**src/rtl/adder_pkg.sv**
```systemverilog
// Shared configuration defaults and segment sizing for the pipelined carry-select adder.
package adder_pkg;

  localparam int ADDER_DEF_WIDTH  = 32;
  localparam int ADDER_DEF_STAGES = 4;

  // Bits resolved per pipeline stage; falls back to the full width when stages is invalid.
  function automatic int seg_bits(input int width, input int stages);
    return (stages > 0) ? width / stages : width;
  endfunction

  function automatic bit adder_cfg_ok(input int width, input int stages);
    return (stages >= 1) && (width >= stages) && (width % stages == 0);
  endfunction

endpackage

```
**src/rtl/csa_segment.sv**
```systemverilog
// Combinational carry-select segment: two speculative ripple sums, picked by the incoming carry.
module csa_segment #(
  parameter int SEG = 8
) (
  input  logic [SEG-1:0] i_a,
  input  logic [SEG-1:0] i_b,
  input  logic           i_cin,
  output logic [SEG-1:0] o_sum,
  output logic           o_cout
);

  logic [SEG:0] w_sum0;
  logic [SEG:0] w_sum1;

  assign w_sum0 = {1'b0, i_a} + {1'b0, i_b};
  assign w_sum1 = {1'b0, i_a} + {1'b0, i_b} + {{SEG{1'b0}}, 1'b1};

  assign {o_cout, o_sum} = i_cin ? w_sum1 : w_sum0;

endmodule

```
**src/rtl/pipelined_csa_adder.sv**
```systemverilog
// Pipelined carry-select adder, one SEG-bit segment per stage, valid/ready on both sides.
// Define ADDER_SAT_EN to clamp the sum to the signed range on overflow.
module pipelined_csa_adder
  import adder_pkg::*;
#(
  parameter int WIDTH  = ADDER_DEF_WIDTH,
  parameter int STAGES = ADDER_DEF_STAGES
) (
  input  logic             clk,
  input  logic             rst,
  input  logic             in_valid,
  output logic             in_ready,
  input  logic [WIDTH-1:0] a,
  input  logic [WIDTH-1:0] b,
  input  logic             cin,
  output logic             out_valid,
  input  logic             out_ready,
  output logic [WIDTH-1:0] sum,
  output logic             cout,
  output logic             ovf
);

  localparam int SEG = seg_bits(WIDTH, STAGES);

  if (!adder_cfg_ok(WIDTH, STAGES)) begin : g_param_check
    $error("pipelined_csa_adder: WIDTH must be a positive multiple of STAGES");
  end

  logic w_advance;
  logic [WIDTH-1:0] w_raw_sum;
  logic [WIDTH-1:0] w_final_sum;
  logic w_raw_cout;
  logic w_raw_ovf;
  logic w_a_msb;
  logic w_b_msb;
  logic w_last_vin;

  logic [WIDTH-1:0] r_sum;
  logic r_cout;
  logic r_ovf;

  // Whole pipeline moves together; a full output register freezes every stage.
  assign w_advance = !out_valid || out_ready;
  assign in_ready  = w_advance;

  for (genvar k = 0; k < STAGES; k++) begin : g_stage
    localparam int LO  = k * SEG;
    localparam int UPW = WIDTH - LO;

    logic [UPW-1:0]    w_a_up;
    logic [UPW-1:0]    w_b_up;
    logic              w_cin;
    logic              w_vin;
    logic [SEG-1:0]    w_seg_sum;
    logic              w_seg_cout;
    logic [LO+SEG-1:0] w_sum_acc;
    logic              r_v;

    csa_segment #(.SEG(SEG)) u_seg (
      .i_a    (w_a_up[SEG-1:0]),
      .i_b    (w_b_up[SEG-1:0]),
      .i_cin  (w_cin),
      .o_sum  (w_seg_sum),
      .o_cout (w_seg_cout)
    );

    if (k == 0) begin : g_src
      assign w_a_up    = a;
      assign w_b_up    = b;
      assign w_cin     = cin;
      assign w_vin     = in_valid;
      assign w_sum_acc = w_seg_sum;
    end else begin : g_src
      assign w_a_up    = g_stage[k-1].g_reg.r_a_up;
      assign w_b_up    = g_stage[k-1].g_reg.r_b_up;
      assign w_cin     = g_stage[k-1].g_reg.r_c;
      assign w_vin     = g_stage[k-1].r_v;
      assign w_sum_acc = {w_seg_sum, g_stage[k-1].g_reg.r_sum_lo};
    end

    // NOTE: sequential state uses non-blocking assignments so every stage samples pre-edge values.
    always_ff @(posedge clk) begin
      if (rst) begin
        r_v <= 1'b0;
      end else if (w_advance) begin
        r_v <= w_vin;
      end
    end

    if (k < STAGES - 1) begin : g_reg
      logic [UPW-SEG-1:0] r_a_up;
      logic [UPW-SEG-1:0] r_b_up;
      logic [LO+SEG-1:0]  r_sum_lo;
      logic               r_c;

      // NOTE: datapath registers carry no reset; the valid bits alone decide what is live.
      always_ff @(posedge clk) begin
        if (w_advance) begin
          r_a_up   <= w_a_up[UPW-1:SEG];
          r_b_up   <= w_b_up[UPW-1:SEG];
          r_sum_lo <= w_sum_acc;
          r_c      <= w_seg_cout;
        end
      end
    end
  end

  assign w_raw_sum  = g_stage[STAGES-1].w_sum_acc;
  assign w_raw_cout = g_stage[STAGES-1].w_seg_cout;
  assign w_a_msb    = g_stage[STAGES-1].w_a_up[SEG-1];
  assign w_b_msb    = g_stage[STAGES-1].w_b_up[SEG-1];
  assign w_last_vin = g_stage[STAGES-1].w_vin;
  assign w_raw_ovf  = (w_a_msb == w_b_msb) && (w_raw_sum[WIDTH-1] != w_a_msb);

`ifdef ADDER_SAT_EN
  // NOTE: default assignment first keeps this always_comb free of inferred latches.
  always_comb begin
    w_final_sum = w_raw_sum;
    if (w_raw_ovf) begin
      w_final_sum = w_a_msb ? {1'b1, {(WIDTH-1){1'b0}}} : {1'b0, {(WIDTH-1){1'b1}}};
    end
  end
`else
  assign w_final_sum = w_raw_sum;
`endif

  // Result registers only load on a live result so bubbles never disturb the held output.
  always_ff @(posedge clk) begin
    if (rst) begin
      r_sum  <= '0;
      r_cout <= 1'b0;
      r_ovf  <= 1'b0;
    end else if (w_advance && w_last_vin) begin
      r_sum  <= w_final_sum;
      r_cout <= w_raw_cout;
      r_ovf  <= w_raw_ovf;
    end
  end

  assign out_valid = g_stage[STAGES-1].r_v;
  assign sum       = r_sum;
  assign cout      = r_cout;
  assign ovf       = r_ovf;

endmodule
```
**config.mk**
```make
export PLATFORM = sky130hd
export DESIGN_NAME = pipelined_csa_adder
export DESIGN_NICKNAME = d
export VERILOG_FILES = /design/src/rtl/adder_pkg.sv /design/src/rtl/csa_segment.sv /design/src/rtl/pipelined_csa_adder.sv
export SDC_FILE = /design/constraint.sdc
export NUM_CORES = 1
export LEC_CHECK = 0
export CAP_MARGIN = 20
export CORE_MARGIN = 2
export CORE_UTILIZATION = 54
export CTS_CLUSTER_DIAMETER = 30
export DETAILED_ROUTE_END_ITERATION = 8
export GPL_TIMING_DRIVEN = 0
export PLACE_DENSITY_LB_ADDON = 0.05
export SLEW_MARGIN = 0
export SYNTH_ARGS = -nofsm -noshare
export SYNTH_HDL_FRONTEND = slang
export SYNTH_SLANG_ARGS = --single-unit
```
**constraint.sdc**
```tcl
create_clock -name clk -period 22.1 [get_ports clk]
set_input_delay 5.525 -clock clk [delete_from_list [all_inputs] [get_ports clk]]
set_output_delay 5.525 -clock clk [all_outputs]
set_load 0.01 [all_outputs]
```
# Yosys cells after proc, flatten, opt, wreduce, memory -nomap -nowiden
# Cells that the tools add are included.
# word_totals
register_bits,185
out_inout_bits,36
# classes
add_sub_neg,8
eq_ne,2
mux,4
n_reduce_logical,4
# op_table
operator,count
8-bit by 8-bit adder with 9-bit output,4
9-bit by 1-bit adder with 9-bit output (second input constant),4
9-bit 2-to-1 mux,4
1-bit logical AND,2
1-bit equality test,1
1-bit zero test,1
1-bit logical OR,1
1-bit inequality test,1

# Logic depth before layout (Yosys ltp)
# Gate-level depths: netlist (run 1).
# depth
depth_word,5
depth_mapped,11
ltp_nobuf,11

# Modules after synthesis
# Synthesis (run 1) repeated with hierarchy kept, for this count alone.
# unflattened
hier_cells,565
area_unflattened_um2,7881.3
# by_module_without_submodules
mod,n_inst,cells_per_inst,area_per_inst_um2,seq_area_each_um2
pipelined_csa_adder,1,321,5904.4,5175.0
csa_segment,4,61,494.2,0.0

# Least setup slack after synthesis (run 1)
# OpenSTA, ideal clock, no wires.
# synth_timing
kind,input port to output port
start,input out_ready
end,output in_ready
arrival_ps,9862
required_ps,16575
path_slack_ps,6713
cell_stages,2
path_cell_list,nand2b_1 clkbuf_1
# synth_between
elab_chain_len,1
# synth_lines
element,line_no,rtl
"start, declared",pipelined_csa_adder.sv:17,"input logic out_ready,"
1-bit logical OR,pipelined_csa_adder.sv:43,assign w_advance = !out_valid || out_ready;
"end, declared",pipelined_csa_adder.sv:12,"output logic in_ready,"
# Every way passes these cells.

# Worst setup path in the final report (run 1)
# Same ends and word-level chain as after synthesis.

==> impl_metrics.ini, run 1 <==
[logic_synthesis]
fraction_of_the_yosys_area_taken_by_sequential_cells_pct = 69.0
multiplexer_share_of_the_synthesized_area_pct = 0.550
synth_commonest_cells = sky130_fd_sc_hd__edfxtp_1 (147), sky130_fd_sc_hd__nand2_1 (65), sky130_fd_sc_hd__a21oi_1 (41), sky130_fd_sc_hd__xnor2_1 (39), sky130_fd_sc_hd__dfxtp_1 (38)
synth_largest_area_cell = sky130_fd_sc_hd__edfxtp_1
yosysMostFrequentCell = sky130_fd_sc_hd__edfxtp_1
synth_adder_area_share_pct = 7.07
synth_async_reset_ratio_pct = 0
synth-compound-area-share_pct = 7.07
synth_top_family_by_area = simple AND/OR/NAND/NOR gates
synth.ff_latch_count = 185
synth_cells = 532
synth-edff-count = 147
synth.top_cells.by_area = sky130_fd_sc_hd__edfxtp_1 (59%), sky130_fd_sc_hd__dfxtp_1 (10%), sky130_fd_sc_hd__ha_1 (6.0%)
ys_dominant_reg_cell = sky130_fd_sc_hd__edfxtp_1
count_of_unique_library_cells_instantiated_by_yosys = 45
xor_xnor_share_of_the_synthesized_area_pct = 6.31
simple_logic_cell_fraction_of_the_synthesized_area_pct = 8.06
yosysWarningCount = 0
postSynthAreaPerCell_sq_um = 14.1
synth_area_sq_um = 7500
syn_nets = 641
yosys.area.top_type_share_pct = 58.8

[floorplan]
core_sq_um = 13700
placement_rows = 43
die_w_um = 122
starting_density_of_the_core_pct = 54.7
io_pins = 105
design.die.area_sq_um = 14800
die_h_um = 122

[timing]
rsz0062_at_grt = false
finalWorstPathRequiredPeriod_ps = 13020
timing.clock.skew_ps = 5.52
final-hold-violation-count = 0
finalWorstSetupSlack_ps = 9080
final.setup.tns_ps = 0
slew_viol_final = 0
timing.max_slew.rel_slack_pct = 66.8
fin_crit_sh_pct = 58.9
setup_viol = 0
fin_hold_ws_ps = 417
worst_slew_pin_slew_ps = 498
max_clock_freq_mhz = 76.8

[drt]
route.antenna.remaining_nets = 0
drc = 0
vias = 4318
drt_first_pass_iters = 4
routed_wire_length_per_instance_um = 13.7
drt_wl_total_mm = 11.6
mean_number_of_vias_per_cell = 5.08
drt_iter0_drc = 245

[final_layout]
finish.net_count = 766
share_of_final_layout_standard_cells_stronger_than_drive_strength_1_pct = 6.57
multi_input_area_sq_um = 2180
layout-area-overhead-vs-synth_pct = 25.5
final_design_area_no_fill_sq_um = 9410
layoutNonFillerInstCount = 850
layout.area.seq_sq_um = 5170
insertedDiodeCount = 0
n_fill_cell = 987

[clock_network]
cts.repair.resized = 0
clkSlewWorstSetupHoldPaths_ps = 60
h_tree_depth = 4
cts_tree = yes
worstSkewPairLatency_ps = 420
cts.hold.buffers_added = 0
clock_tree.root_cell = sky130_fd_sc_hd__clkbuf_16
ctsLongestPathBuffers = 2
cts-buffers-inserted = 17
cts.sink_count = 185
post_cts.repair.setup_buffers = 0

[worst_setup_path]
worstPathArrival_ps = 7490
critical_path.max_stage_delay_ps = 620
critical_path.reg2reg.startpoint = g_stage[2].g_reg.r_a_up[0]$_DFFE_PN_
critical_path.startpoint = out_ready
crit_required_ps = 16580
path_class = in -> out
cpMaxStageDelayCell = sky130_fd_sc_hd__clkdlybuf4s50_1
critical_path_peak_fanout = 68
startpoint_type = primary input
timing.critical_path.cells = clkdlybuf4s50_1 -> nand2b_1 -> clkbuf_4 -> buf_16 -> clkdlybuf4s50_1
critical_path.endpoint_type = output port
path_common_cell = sky130_fd_sc_hd__clkdlybuf4s50_1

[placement]
portBuffers = 104
dpl.hpwl_mm = 8.16
finalWeightedCongestion = 0.767
dpl_worst_slack_ps = 9070
dpl_cell_area_sq_um = 8830
dp.cells = 818

[pwr]
cellLeakagePower_nw = 3.53
power-per-cell-area_nw_per_um2 = 87.1
worst_ir_drop_vdd_mv = 0.0547

[global_routing]
grt_first_pass_wirelength_mm = 18.9
maximum_number_of_pins_on_one_net_before_global_route_repair = 69
number_of_global_route_vias_before_repair = 4234
antenna_found_initial = 0
gr-total-overflow = 0
groute.usage.overall_pct = 16.8

[hold_path]
timing.hold.worst.start = g_stage[0].g_reg.r_b_up[8]$_DFFE_PN_
holdCritPathClass = reg -> reg

[job]
max_cap_viol_count = 0

[run_status]
status = completed
==> path summary, 6_finish.rpt <==
check	to	slack [ps]	cells after the start
max reg2reg	cout$_SDFFE_PP0P_	19500	10
min reg2reg	g_stage[1].g_reg.r_b_up[0]$_DFFE_PN_	420	0
max	in_ready	9080	5
min	g_stage[1].g_reg.r_b_up[0]$_DFFE_PN_	420	0
==> worst max-delay path, delay by kind of cell <==
kind / cells / cell delay, ps
buf+inv: 4 / 1840
simple gates: 1 / 90
==> per-layer routing <==
metal	wire (um)	part of all wire [%]	up-vias	global-route usage [%]
met5	0	0	-	0
met4	260	2.2	0	7.97
met1	4780	41	2033	18.7
met3	552	4.7	19	4.59
li1	-	-	2173	-
met2	6040	52	93	29.8
==> logic make-up (layout without fill, tap and decap cells) <==
group,after synthesis,in the layout
xor gates and xnor gates,54,54
AOI/OAI and AO/OA,85,85
and+or+nand+nor,132,132
buffers and inverters,32,170
adders and majority gates,40,40
muxes,4,4
DFF,185,185
==> flip-flops by register name, summed over array words and instances, names as in the netlist <==
name	count
ovf	1
g_stage.g_reg.r_sum_lo	48
g_stage.g_reg.r_a_up	48
sum	32
g_stage.g_reg.r_b_up	48
g_stage.r_v	3
cout	1
g_stage.g_reg.r_c	3
out_valid	1
==> power breakdown <==
part,total (mW),internal [mW],leakage (nW),switching [mW]
logic,0.0924,0.0472,1.38,0.0452
registers,0.431,0.419,1.86,0.0117
clock network,0.297,0.177,0.280,0.120
==> cells in the final DEF (no fill, tap or decap), types with 11 or more instances in the layout <==
cell type | netlist | final
sky130_fd_sc_hd__edfxtp_1 | 147 | 147
sky130_fd_sc_hd__clkdlybuf4s50_1 | 0 | 104
sky130_fd_sc_hd__nand2_1 | 65 | 65
sky130_fd_sc_hd__a21oi_1 | 41 | 41
sky130_fd_sc_hd__xnor2_1 | 39 | 39
sky130_fd_sc_hd__dfxtp_1 | 38 | 38
sky130_fd_sc_hd__ha_1 | 36 | 36
sky130_fd_sc_hd__nor2_1 | 25 | 25
sky130_fd_sc_hd__inv_1 | 18 | 18
sky130_fd_sc_hd__clkbuf_16 | 0 | 17
sky130_fd_sc_hd__xor2_1 | 15 | 15
sky130_fd_sc_hd__o21ai_0 | 11 | 11
sky130_fd_sc_hd__nand3_1 | 11 | 11
sky130_fd_sc_hd__clkbuf_1 | 10 | 11
==> area by class of cell <==
| class | count | area share [%] |
|---|---|---|
| Sequential cell | 185 | 55.0 |
| Multi-Input combinational cell | 315 | 23.2 |
| Timing Repair Buffer | 106 | 11.6 |
| Clock buffer | 19 | 4.60 |
| Tap cell | 180 | 2.39 |
| Clock inverter | 13 | 1.63 |
| Buffer | 14 | 0.877 |
| Inverter | 18 | 0.718 |
==> through the flow <==
step                utilization [%]  power (mW)
CTS                            68.6       0.828
floorplan                         -       0.498
finish                         68.6       0.820
detailed placement             64.3       0.531
global route                   68.6       0.857
global placement               63.9       0.527
No activity file was read; power rests on OpenSTA's default activity.
==> inputs of run 2 (changes only) <==
--- a/config.mk
+++ b/config.mk
@@ -7,7 +7,7 @@
 export LEC_CHECK = 0
 export CAP_MARGIN = 20
 export CORE_MARGIN = 2
-export CORE_UTILIZATION = 54
+export CORE_UTILIZATION = 49
 export CTS_CLUSTER_DIAMETER = 30
 export DETAILED_ROUTE_END_ITERATION = 8
 export GPL_TIMING_DRIVEN = 0
==> constraint.sdc (replaced) <==
create_clock -name clk -period 10.45 [get_ports clk]
set_input_delay 2.6125 -clock clk [delete_from_list [all_inputs] [get_ports clk]]
set_output_delay 2.6125 -clock clk [all_outputs]
set_load 0.01 [all_outputs]
==> impl_metrics.ini, run 2 (synthesized netlist as in run 1, its figures left out) <==
[hold_path]
holdCritPathClass = reg -> reg

[global_routing]
number_of_global_route_vias_before_repair = 4212
antenna_found_initial = 0
gr-total-overflow = 0
maximum_number_of_pins_on_one_net_before_global_route_repair = 57
groute.usage.overall_pct = 15.5
grt_first_pass_wirelength_mm = 19.4

[clock_network]
cts.hold.buffers_added = 0
clkSlewWorstSetupHoldPaths_ps = 70
cts.repair.resized = 0
post_cts.repair.setup_buffers = 0
cts.sink_count = 185
h_tree_depth = 4
clock_tree.root_cell = sky130_fd_sc_hd__clkbuf_16
cts-buffers-inserted = 17
worstSkewPairLatency_ps = 430
cts_tree = yes
ctsLongestPathBuffers = 2

[final_layout]
insertedDiodeCount = 0
layout.cells.most_common = sky130_fd_sc_hd__edfxtp_1
layout-area-overhead-vs-synth_pct = 25.4
largestRegisters = g_stage.g_reg.r_a_up x48, g_stage.g_reg.r_b_up x48, g_stage.g_reg.r_sum_lo x48
share_of_final_layout_standard_cells_stronger_than_drive_strength_1_pct = 7.01
finish.net_count = 766
mostFrequentLayoutCells = sky130_fd_sc_hd__edfxtp_1 (147), sky130_fd_sc_hd__clkdlybuf4s50_1 (104), sky130_fd_sc_hd__nand2_1 (65)

[floorplan]
die_w_um = 128
design.die.area_sq_um = 16300
core_sq_um = 15100
placement_rows = 45
io_pins = 105
starting_density_of_the_core_pct = 49.7
die_h_um = 128

[worst_setup_path]
critical_path_peak_fanout = 56
crit_required_ps = 7840
path_class = in -> out
critical_path.max_stage_delay_ps = 640
worstPathArrival_ps = 4750
path_common_cell = sky130_fd_sc_hd__clkdlybuf4s50_1
timing.critical_path.cells = clkdlybuf4s50_1 -> nand2b_1 -> clkbuf_4 -> buf_16 -> clkdlybuf4s50_1
critical_path.endpoint_type = output port
startpoint_type = primary input
cpMaxStageDelayCell = sky130_fd_sc_hd__clkbuf_4

[pwr]
worst_ir_drop_vdd_mv = 0.120
cellLeakagePower_nw = 3.53
power-per-cell-area_nw_per_um2 = 183

[placement]
dpl_worst_slack_ps = 3060
portBuffers = 104
finalWeightedCongestion = 0.761
dpl.hpwl_mm = 8.32

[drt]
route.antenna.remaining_nets = 0
routed_wire_length_per_instance_um = 13.8
drt_wl_total_mm = 11.9
drc = 0
mean_number_of_vias_per_cell = 5.02
vias = 4310
drt_first_pass_iters = 4
drt_iter0_drc = 201

[timing]
worst_slew_pin_slew_ps = 768
timing.max_slew.rel_slack_pct = 48.8
finalWorstPathRequiredPeriod_ps = 7360
slew_viol_final = 0
timing.clock.skew_ps = 6.35
fin_crit_sh_pct = 70.4
setup_viol = 0
final.setup.tns_ps = 0
max_clock_freq_mhz = 136
rsz0062_at_grt = false
finalWorstSetupSlack_ps = 3090
final-hold-violation-count = 0

[run_status]
status = completed

[job]
max_cap_viol_count = 0
[run 2: where the power goes]
group	switching [mW]	internal (mW)
Clock	0.297	0.319
Sequential	0.0245	0.886
Combinational	0.0940	0.0999
[run 2: stage by stage]
stage | cell area [sq um] | std cells | hold slack [ps] | total power [mW] | util (%)
after floorplan | 7500 | 532 | 400 | 1.05 | -
after global placement | 8780 | 824 | 401 | 1.11 | 58.2
after detailed placement | 8840 | 826 | 405 | 1.12 | 58.6
after CTS | 9410 | 858 | 421 | 1.74 | 62.4
after global routing | 9410 | 858 | 429 | 1.80 | 62.4
final | 9410 | 858 | 418 | 1.72 | 62.4
[run 2: worst paths after layout]
check | startpoint | to | slack, ps | depth (start not counted)
min reg2reg | g_stage[1].g_reg.r_sum_lo[5]$_DFFE_PN_ | g_stage[2].g_reg.r_sum_lo[5]$_DFFE_PN_ | 420 | 0
max | out_ready | in_ready | 3090 | 5
min | g_stage[1].g_reg.r_sum_lo[5]$_DFFE_PN_ | g_stage[2].g_reg.r_sum_lo[5]$_DFFE_PN_ | 420 | 0
max reg2reg | g_stage[2].g_reg.r_a_up[0]$_DFFE_PN_ | cout$_SDFFE_PP0P_ | 7910 | 10
[run 2: area by class of cell]
cell class,count,area [sq um]
repair buffers,106,1100
well taps,188,235
fillers,1203,5680
clock buffers,17,425
plain buffers,14,82.6
inverters,18,67.6
flip-flops and latches,185,5170
multi-input cells,315,2180
clock inverters,15,148
[run 2: layer usage]
layer	global-route usage, %	share of wire [%]	vias up
li1	-	-	2177
met3	4.88	5.5	18
met2	26.3	49	90
met1	18.0	43	2025
met5	0	0	-
met4	7.24	2.0	0
[run 2: critical path, delay by kind of cell]
family        cells  cell delay [ps]
buf+inv           4             2000
simple gates      1               90
==> inputs of run 3 (changes only) <==
==> constraint.sdc (replaced) <==
create_clock -name clk -period 6.56 [get_ports clk]
set_input_delay 1.64 -clock clk [delete_from_list [all_inputs] [get_ports clk]]
set_output_delay 1.64 -clock clk [all_outputs]
set_load 0.01 [all_outputs]
==> impl_metrics.ini, run 3 (synthesized netlist as in run 1, its figures left out) <==
[run_status]
status = completed

[pwr]
power.total_mw = 2.83
cellLeakagePower_nw = 3.54
worst_ir_drop_vdd_mv = 0.219
power-per-cell-area_nw_per_um2 = 299

[floorplan]
design.die.area_sq_um = 16300
io_pins = 105
placement_rows = 45
die_w_um = 128
starting_density_of_the_core_pct = 49.7
core_sq_um = 15100
die_h_um = 128

[timing]
slew_viol_final = 0
setup_viol = 0
final-hold-violation-count = 0
worst_slew_pin_slew_ps = 640
finalWorstPathRequiredPeriod_ps = 5360
finalWorstSetupSlack_ps = 1200
max_clock_freq_mhz = 187
timing.max_slew.rel_slack_pct = 57.3
final.setup.tns_ps = 0
timing.clock.skew_ps = 7.11
fin_crit_sh_pct = 81.7
rsz0062_at_grt = false

[placement]
dpl_worst_slack_ps = 1220
dpl.hpwl_mm = 8.06
finalWeightedCongestion = 0.758
dpl_cell_area_sq_um = 8810
portBuffers = 104

[final_layout]
layout.cells.most_common = sky130_fd_sc_hd__edfxtp_1
mostFrequentLayoutCells = sky130_fd_sc_hd__edfxtp_1 (147), sky130_fd_sc_hd__clkdlybuf4s50_1 (104), sky130_fd_sc_hd__nand2_1 (65)
final_design_area_no_fill_sq_um = 9440
finish.net_count = 765
insertedDiodeCount = 0
multi_input_area_sq_um = 2180
layout.area.seq_sq_um = 5170
share_of_final_layout_standard_cells_stronger_than_drive_strength_1_pct = 6.88
layout-area-overhead-vs-synth_pct = 25.9
n_fill_cell = 1182
largestRegisters = g_stage.g_reg.r_a_up x48, g_stage.g_reg.r_b_up x48, g_stage.g_reg.r_sum_lo x48

[clock_network]
cts.hold.buffers_added = 0
worstSkewPairLatency_ps = 430
cts_tree = yes
cts.repair.resized = 0
ctsLongestPathBuffers = 2
cts-buffers-inserted = 17
h_tree_depth = 4
clock_tree.root_cell = sky130_fd_sc_hd__clkbuf_16
post_cts.repair.setup_buffers = 0
clkSlewWorstSetupHoldPaths_ps = 70
cts.sink_count = 185

[drt]
drt_wl_total_mm = 11.9
drc = 0
drt_iter0_drc = 228
vias = 4303
drt_first_pass_iters = 4
route.antenna.remaining_nets = 0
routed_wire_length_per_instance_um = 13.9
mean_number_of_vias_per_cell = 5.02

[hold_path]
worst_hold_path.num_cells = 0
holdCritPathClass = reg -> reg

[worst_setup_path]
critical_path_peak_fanout = 125
r2r.worst_path.cells = 10
path_class = in -> out
critical_path.reg2reg.startpoint = g_stage[2].g_reg.r_a_up[0]$_DFFE_PN_
worstPathArrival_ps = 3720
timing.reg2reg.setup_slack_ps = 3970
critical_path.reg2reg.endpoint = cout$_SDFFE_PP0P_
crit_required_ps = 4920
startpoint_type = primary input
critical_path.endpoint_type = output port
endpoint_of_the_most_critical_setup_path = in_ready
critical_path.startpoint = out_ready

[global_routing]
gr-total-overflow = 0
groute.usage.overall_pct = 15.3
maximum_number_of_pins_on_one_net_before_global_route_repair = 126
grt_first_pass_wirelength_mm = 19.3
antenna_found_initial = 0
number_of_global_route_vias_before_repair = 4111

[job]
max_cap_viol_count = 0
[run 3: power breakdown]
part	internal [mW]	total [mW]	switching [mW]
clock	0.635	1.07	0.431
combinational	0.159	0.309	0.150
sequential	1.41	1.45	0.0388
total	2.21	2.83	0.620
[run 3: area by class of cell]
type / instances / area share (%)
well taps: 188 / 2.49
clock buffers: 20 / 4.94
multi-input cells: 315 / 23.1
flip-flops and latches: 185 / 54.8
inverters: 18 / 0.716
plain buffers: 14 / 0.941
repair buffers: 105 / 11.3
clock inverters: 12 / 1.68
[run 3: worst min-delay path by stage]
stage                                                 start                                       to  slack (ps)
global placement     g_stage[1].g_reg.r_sum_lo[8]$_DFFE_PN_   g_stage[2].g_reg.r_sum_lo[8]$_DFFE_PN_         400
CTS                   g_stage[1].g_reg.r_a_up[15]$_DFFE_PN_     g_stage[2].g_reg.r_a_up[7]$_DFFE_PN_         420
floorplan              g_stage[0].g_reg.r_a_up[8]$_DFFE_PN_     g_stage[1].g_reg.r_a_up[0]$_DFFE_PN_         400
global route         g_stage[1].g_reg.r_sum_lo[9]$_DFFE_PN_   g_stage[2].g_reg.r_sum_lo[9]$_DFFE_PN_         420
finish              g_stage[1].g_reg.r_sum_lo[12]$_DFFE_PN_  g_stage[2].g_reg.r_sum_lo[12]$_DFFE_PN_         420
detailed placement    g_stage[1].g_reg.r_b_up[13]$_DFFE_PN_     g_stage[2].g_reg.r_b_up[5]$_DFFE_PN_         400
[run 3: layer usage]
metal	share of wire, %	vias up	global-route usage [%]
met1	43	2026	18.1
met4	1.5	0	4.98
li1	-	2171	-
met3	5.4	18	5.38
met5	0	-	0
met2	51	88	26.4
[run 3: worst max-delay path, stage by stage]
cell                              delay (ps)
sky130_fd_sc_hd__clkdlybuf4s50_1         450
sky130_fd_sc_hd__nand2b_1                100
sky130_fd_sc_hd__clkbuf_8                280
sky130_fd_sc_hd__buf_16                  430
sky130_fd_sc_hd__clkdlybuf4s50_1         660
[run 3: stage by stage]
step	hold slack (ps)	cells	utilization, %
after global placement	401	824	58.2
final	415	857	62.6
after CTS	418	857	62.6
after global routing	424	857	62.6
after detailed placement	405	825	58.4
after floorplan	400	532	-
